**src/rtl/mem_port_arbiter_pkg.sv**
```systemverilog
// rtl/mem_port_arbiter_pkg.sv - shared types and constants for the memory port arbiter
package mem_port_arbiter_pkg;

  typedef enum logic [1:0] {
    IDLE = 2'd0,
    XFER = 2'd1,
    DONE = 2'd2
  } state_t;

  localparam logic REQ_IF = 1'b0;
  localparam logic REQ_D  = 1'b1;

  localparam int DEFAULT_ADDR_W = 5;
  localparam int DEFAULT_BEATS  = 4;

endpackage

```
**src/rtl/mem_port_arbiter.sv**
```systemverilog
// rtl/mem_port_arbiter.sv - round-robin fetch/data arbiter serialising 32-bit words over a byte port
module mem_port_arbiter
  import mem_port_arbiter_pkg::*;
#(
  parameter int ADDR_W = DEFAULT_ADDR_W,
  parameter int BEATS  = DEFAULT_BEATS
) (
  input  logic              clk,
  input  logic              rst,
  input  logic              if_req,
  input  logic [ADDR_W-1:0] if_addr,
  output logic              if_ack,
  output logic [31:0]       if_rdata,
  input  logic              d_req,
  input  logic              d_we,
  input  logic [ADDR_W-1:0] d_addr,
  input  logic [31:0]       d_wdata,
  output logic              d_ack,
  output logic [31:0]       d_rdata,
  output logic [ADDR_W-1:0] mem_addr,
  output logic              mem_we,
  output logic [7:0]        mem_wdata,
  input  logic [7:0]        mem_rdata,
  output logic              busy
);

  localparam int BW = (BEATS > 1) ? $clog2(BEATS) : 1;

  state_t            r_state;
  state_t            w_state_nxt;
  logic [BW-1:0]     r_beat;
  logic              r_gnt;
  logic              r_last;
  logic              r_we;
  logic [ADDR_W-1:0] r_base;
  logic [31:0]       r_wdata;
  logic [23:0]       r_asm;
  logic [31:0]       r_if_rdata;
  logic [31:0]       r_d_rdata;

  logic              w_start;
  logic              w_gnt_d;
  logic              w_last_beat;
  logic              w_xfer;
  logic              w_done;
  logic [31:0]       w_asm_nxt;
  logic [7:0]        w_wbyte;

  assign w_start     = if_req | d_req;
  // Data wins a tie only when fetch held the previous grant.
  assign w_gnt_d     = d_req & (~if_req | (r_last == REQ_IF));
  assign w_last_beat = (r_beat == BW'(BEATS - 1));
  assign w_asm_nxt   = {r_asm, mem_rdata};
  assign w_wbyte     = 8'(r_wdata >> (8 * (BEATS - 1 - int'(r_beat))));

  always_comb begin
    w_state_nxt = r_state;
    case (r_state)
      IDLE:    if (w_start) w_state_nxt = XFER;
      XFER:    if (w_last_beat) w_state_nxt = DONE;
      DONE:    w_state_nxt = IDLE;
      default: w_state_nxt = IDLE;
    endcase
  end

  always_ff @(posedge clk) begin
    if (rst) begin
      r_state    <= IDLE;
      r_beat     <= '0;
      r_gnt      <= REQ_IF;
      r_last     <= REQ_IF;
      r_we       <= 1'b0;
      r_base     <= '0;
      r_wdata    <= '0;
      r_asm      <= '0;
      r_if_rdata <= '0;
      r_d_rdata  <= '0;
    end else begin
      r_state <= w_state_nxt;
      case (r_state)
        IDLE: begin
          if (w_start) begin
            r_gnt   <= w_gnt_d ? REQ_D : REQ_IF;
            r_last  <= w_gnt_d ? REQ_D : REQ_IF;
            r_base  <= w_gnt_d ? d_addr : if_addr;
            r_we    <= w_gnt_d & d_we;
            r_wdata <= w_gnt_d ? d_wdata : '0;
            r_beat  <= '0;
          end
        end
        XFER: begin
          r_asm  <= w_asm_nxt[23:0];
          r_beat <= w_last_beat ? '0 : r_beat + BW'(1);
          // The completed word lands in the delivery register as DONE begins.
          if (w_last_beat && !r_we) begin
            if (r_gnt == REQ_D) r_d_rdata  <= w_asm_nxt;
            else                r_if_rdata <= w_asm_nxt;
          end
        end
        default: ;
      endcase
    end
  end

  // Outputs are forced quiet while rst is high so an aborted write stops at once.
  assign w_xfer    = (r_state == XFER) & ~rst;
  assign w_done    = (r_state == DONE) & ~rst;
  assign mem_addr  = w_xfer ? r_base + ADDR_W'(r_beat) : '0;
  assign mem_we    = w_xfer & r_we;
  assign mem_wdata = (w_xfer & r_we) ? w_wbyte : '0;
  assign if_ack    = w_done & (r_gnt == REQ_IF);
  assign d_ack     = w_done & (r_gnt == REQ_D);
  assign busy      = (r_state != IDLE) & ~rst;
  assign if_rdata  = rst ? '0 : r_if_rdata;
  assign d_rdata   = rst ? '0 : r_d_rdata;

endmodule
```
**config.mk**
```make
export PLATFORM = sky130hd
export DESIGN_NAME = mem_port_arbiter
export DESIGN_NICKNAME = d
export VERILOG_FILES = /design/src/rtl/mem_port_arbiter_pkg.sv /design/src/rtl/mem_port_arbiter.sv
export SDC_FILE = /design/constraint.sdc
export NUM_CORES = 1
export LEC_CHECK = 0
export ABC_CLOCK_PERIOD_IN_PS = 3160
export BUFFER_PORTS_ARGS = -buffer_cell sky130_fd_sc_hd__buf_2
export CAP_MARGIN = 15
export CORE_MARGIN = 10
export CORE_UTILIZATION = 53
export CTS_BUF_LIST = sky130_fd_sc_hd__clkbuf_16
export CTS_CLUSTER_SIZE = 28
export DETAILED_ROUTE_END_ITERATION = 7
export GPL_TIMING_DRIVEN = 0
export PLACE_DENSITY = 0.79
export SYNTH_ARGS = -nofsm -noshare
export SYNTH_HDL_FRONTEND = slang
export SYNTH_SLANG_ARGS = --single-unit
```
**constraint.sdc**
```tcl
create_clock -name clk -period 3.16 [get_ports clk]
set_clock_uncertainty 0.05 [all_clocks]
set_input_delay 0.948 -clock clk [delete_from_list [all_inputs] [get_ports clk]]
set_output_delay 0.948 -clock clk [all_outputs]
set_load 0.01 [all_outputs]
```
==> reports/qor.log <==
INFO  outcome        outcome=completed
INFO  place          hpwlAfterDp=10,700µm
INFO  critical_path  reg2reg_to=r_if_rdata[1]
INFO  synth          syn_area=0.00559mm²
INFO  drt            drt.antenna.violating_nets=0
INFO  critical_path  critPathCapture=busy
INFO  drt            drt_pass1_iterations=5
INFO  synth          synth.lib_cells_used.distinct=36
INFO  pwr            total_power=3850µW
INFO  sta            fin_hold_ws=406ps
INFO  drt            routedWlPerCell=16.1µm
INFO  die            ioPinCount=136
INFO  clock_network  h-tree-depth=4
INFO  critical_path  critPathRequiredTime=2160ps
INFO  global_route   antenna_found_initial=0
INFO  critical_path  worstSetupEndpointType=output port
INFO  drt            route.detailed.drc=0
INFO  drt            postRouteWirelength=14,300µm
INFO  pwr            peakVddDrop=0.394mV
INFO  clock_network  clock_sink_count=131
INFO  place          placed_cells=851
INFO  critical_path  timing.critical_path.fanout_max=10
INFO  sta            final-max-slew-violation-count=0
INFO  global_route   maximum_number_of_pins_on_one_net_before_global_route_repair=17
INFO  pwr            power_frac_seq=45.1%
INFO  critical_path  worst-setup-path-type=in2out
INFO  layout         layout_common_cells=sky130_fd_sc_hd__buf_2, sky130_fd_sc_hd__dfxtp_1, sky130_fd_sc_hd__nand2b_1, sky130_fd_sc_hd__inv_1, sky130_fd_sc_hd__mux2i_1
INFO  synth          synth.yosys.warnings=0
INFO  layout         insertedDiodeCount=0
INFO  die            initial_core_util=54.2%
INFO  critical_path  rrSetupSlack=1330ps
INFO  sta            timing_worst_slew_pin_value=562ps
INFO  pwr            power.share.switching=22.8%
INFO  synth          synth_async_sr_flop_share=0%
INFO  pwr            internal_power=2970µW
INFO  worst_hold_path hp_class=reg2reg
INFO  clock_network  holdBufCountCts=0
INFO  sta            hold_viol=0
INFO  clock_network  cts_made_buffers=17
INFO  global_route   grt.overflow.total=0
INFO  synth          synth-edff-count=0
INFO  clock_network  clock_tree.root_cell=sky130_fd_sc_hd__clkbuf_16
INFO  die            rows=37
INFO  sta            timing.final.crit_share=97.4%
INFO  drt            route.detailed.vias_per_inst=5.09
INFO  critical_path  worst_r2r_path_cells=5
INFO  clock_network  clock_insertion_delay_worst_skew=410ps
INFO  layout         final_core_utilization=68.2%
INFO  clock_network  cts_tree=done
INFO  synth          top_cells_by_area_in_the_synthesized_netlist=sky130_fd_sc_hd__dfxtp_1, sky130_fd_sc_hd__mux2i_1, sky130_fd_sc_hd__nand2b_1, sky130_fd_sc_hd__a22o_1, sky130_fd_sc_hd__inv_1
INFO  synth          average_size_of_a_mapped_cell=9.64µm²
INFO  critical_path  cp-startpoint=rst
INFO  sta            timing.setup.tns=0ps
INFO  sta            fmaxAchievable=325MHz
INFO  pwr            power.static_leakage=0.00372µW
INFO  layout         final_common_cell=sky130_fd_sc_hd__buf_2
INFO  critical_path  critPathArrivalTime=2080ps
INFO  critical_path  nature_of_the_critical_path_startpoint=primary input
INFO  sta            final_period_minus_worst_setup_slack=3080ps
INFO  place          placement.io_buffers=135
INFO  pwr            power-per-cell-area=547mW/mm²
INFO  synth          synth-seq-cells=131
INFO  pwr            comb_power_share=7.5%
INFO  sta            max_slew_margin=62.4%
INFO  die            die_w=123µm
INFO  layout         final_net_count=796
INFO  clock_network  clkTransAtPathRegs=60ps
INFO  global_route   vias_in_the_first_global_route=4,735
INFO  drt            via_count=4,508
INFO  run            max-cap-violations=0
INFO  place          globalplace.congestion=0.853
INFO  synth          netlist.area_leader.share=46.9%
INFO  layout         layout-drive-gt1-share=27.6%
INFO  die            die_height=123µm
INFO  global_route   first_pass_grt_wire_length=22,600µm
INFO  synth          synthesis.nets=639
INFO  global_route   grtUsageTotal=18.7%
INFO  die            floorplan.core_area=0.0103mm²
INFO  clock_network  clockBufferDepth=2
INFO  synth          synth_sequential_area_ratio=46.9%
INFO  layout         area_growth=26.0%
INFO  pwr            power_switching=880µW
INFO  critical_path  r2r-start=r_state[1]
INFO  layout         stdcell_count=885
INFO  drt            drt_first_iter_violations=230
INFO  synth          synthesis.instances=580
INFO  die            die_area=0.0151mm²
INFO  sta            setup_viol_count_final=0
INFO  synth          ys_dominant_reg_cell=sky130_fd_sc_hd__dfxtp_1
INFO  pwr            power.clock.fraction=47.4%
INFO  synth          netlist.top_cell.by_area=sky130_fd_sc_hd__dfxtp_1
[cells in the mapped netlist (all sizes together) (5+ instances only)]
| cell | n |
|---|---|
| nand2 | 50 |
| a22o | 33 |
| mux4 | 8 |
| a21oi | 35 |
| inv | 69 |
| nor2 | 5 |
| a211oi | 5 |
| clkbuf | 20 |
| mux2i | 69 |
| dfxtp | 131 |
| buf | 20 |
| nor2b | 9 |
| nand2b | 97 |
[area by class of cell]
| type | instances | area [µm²] |
|---|---|---|
| fillers | 805 | 3280 |
| flip-flops and latches | 131 | 2630 |
| multi-input cells | 340 | 2530 |
| repair buffers | 138 | 698 |
| clock buffers | 17 | 425 |
| inverters | 69 | 259 |
| plain buffers | 40 | 215 |
| well taps | 136 | 170 |
| clock inverters | 14 | 124 |
[per-stage QoR]
stage	worst slack, ps	area (µm²)
floorplan	331	5590
global placement	-383	6440
detailed placement	-388	6440
CTS	4.84	7010
global route	-2.42	7050
finish	83.2	7050
[what timing repair did]
action,4_1_cts,5_1_grt
endpoints found under the hold margin,0,0
cloned,0,0
gates resized for setup,7,11
setup endpoints to repair,64,15
setup buffers,1,2
[critical path: stages]
cell                       delay (ps)
sky130_fd_sc_hd__buf_2            130
sky130_fd_sc_hd__clkbuf_2         250
sky130_fd_sc_hd__clkbuf_4         260
sky130_fd_sc_hd__buf_2            250
sky130_fd_sc_hd__nor2_1            80
sky130_fd_sc_hd__buf_2            160
[flip-flops by register name (all words and copies together) (netlist names)]
| signal | cells |
|---|---|
| r_last | 1 |
| r_beat | 2 |
| r_d_rdata | 32 |
| r_state | 2 |
| r_wdata | 32 |
| r_asm | 24 |
| r_we | 1 |
| r_base | 5 |
| r_if_rdata | 32 |
[how the worst min path moves through the flow]
stage	slack, ps	end	from	depth (start not counted)
6_report	410	r_asm[20]	r_asm[20]	2
5_1_grt	440	r_wdata[11]	r_wdata[11]	1
3_5_place_dp	400	r_asm[20]	r_asm[20]	2
4_1_cts	410	r_asm[20]	r_asm[20]	2
2_1_floorplan	390	r_asm[16]	r_asm[16]	2
3_3_place_gp	400	r_asm[17]	r_asm[17]	2
[metal layers]
layer	track usage, %	share of wire, %
met1	21.3	41
met2	31.1	48
met3	7.67	9.1
met4	6.92	1.4
met5	0	0
[cell families (layout without fill, tap and decap cells)]
group	Yosys count	in the layout	synth area share, %
AOI/OAI and AO/OA	79	79	9.96
xor gates and xnor gates	2	2	0.313
muxes	77	77	15.6
DFF	131	131	46.9
and+or+nand+nor	178	178	18.1
adders and majority gates	4	4	1.03
buffers and inverters	109	278	8.12
[power groups by stage]
| stage | clock network, µW | logic, µW | registers, µW |
|---|---|---|---|
| after detailed placement | 0 | 280 | 1770 |
| after CTS | 1850 | 286 | 1730 |
| after global routing | 1910 | 317 | 1740 |
| after floorplan | 0 | 189 | 1760 |
| after global placement | 0 | 271 | 1770 |
| final | 1830 | 288 | 1740 |
(Power assumes the default switching activity.)
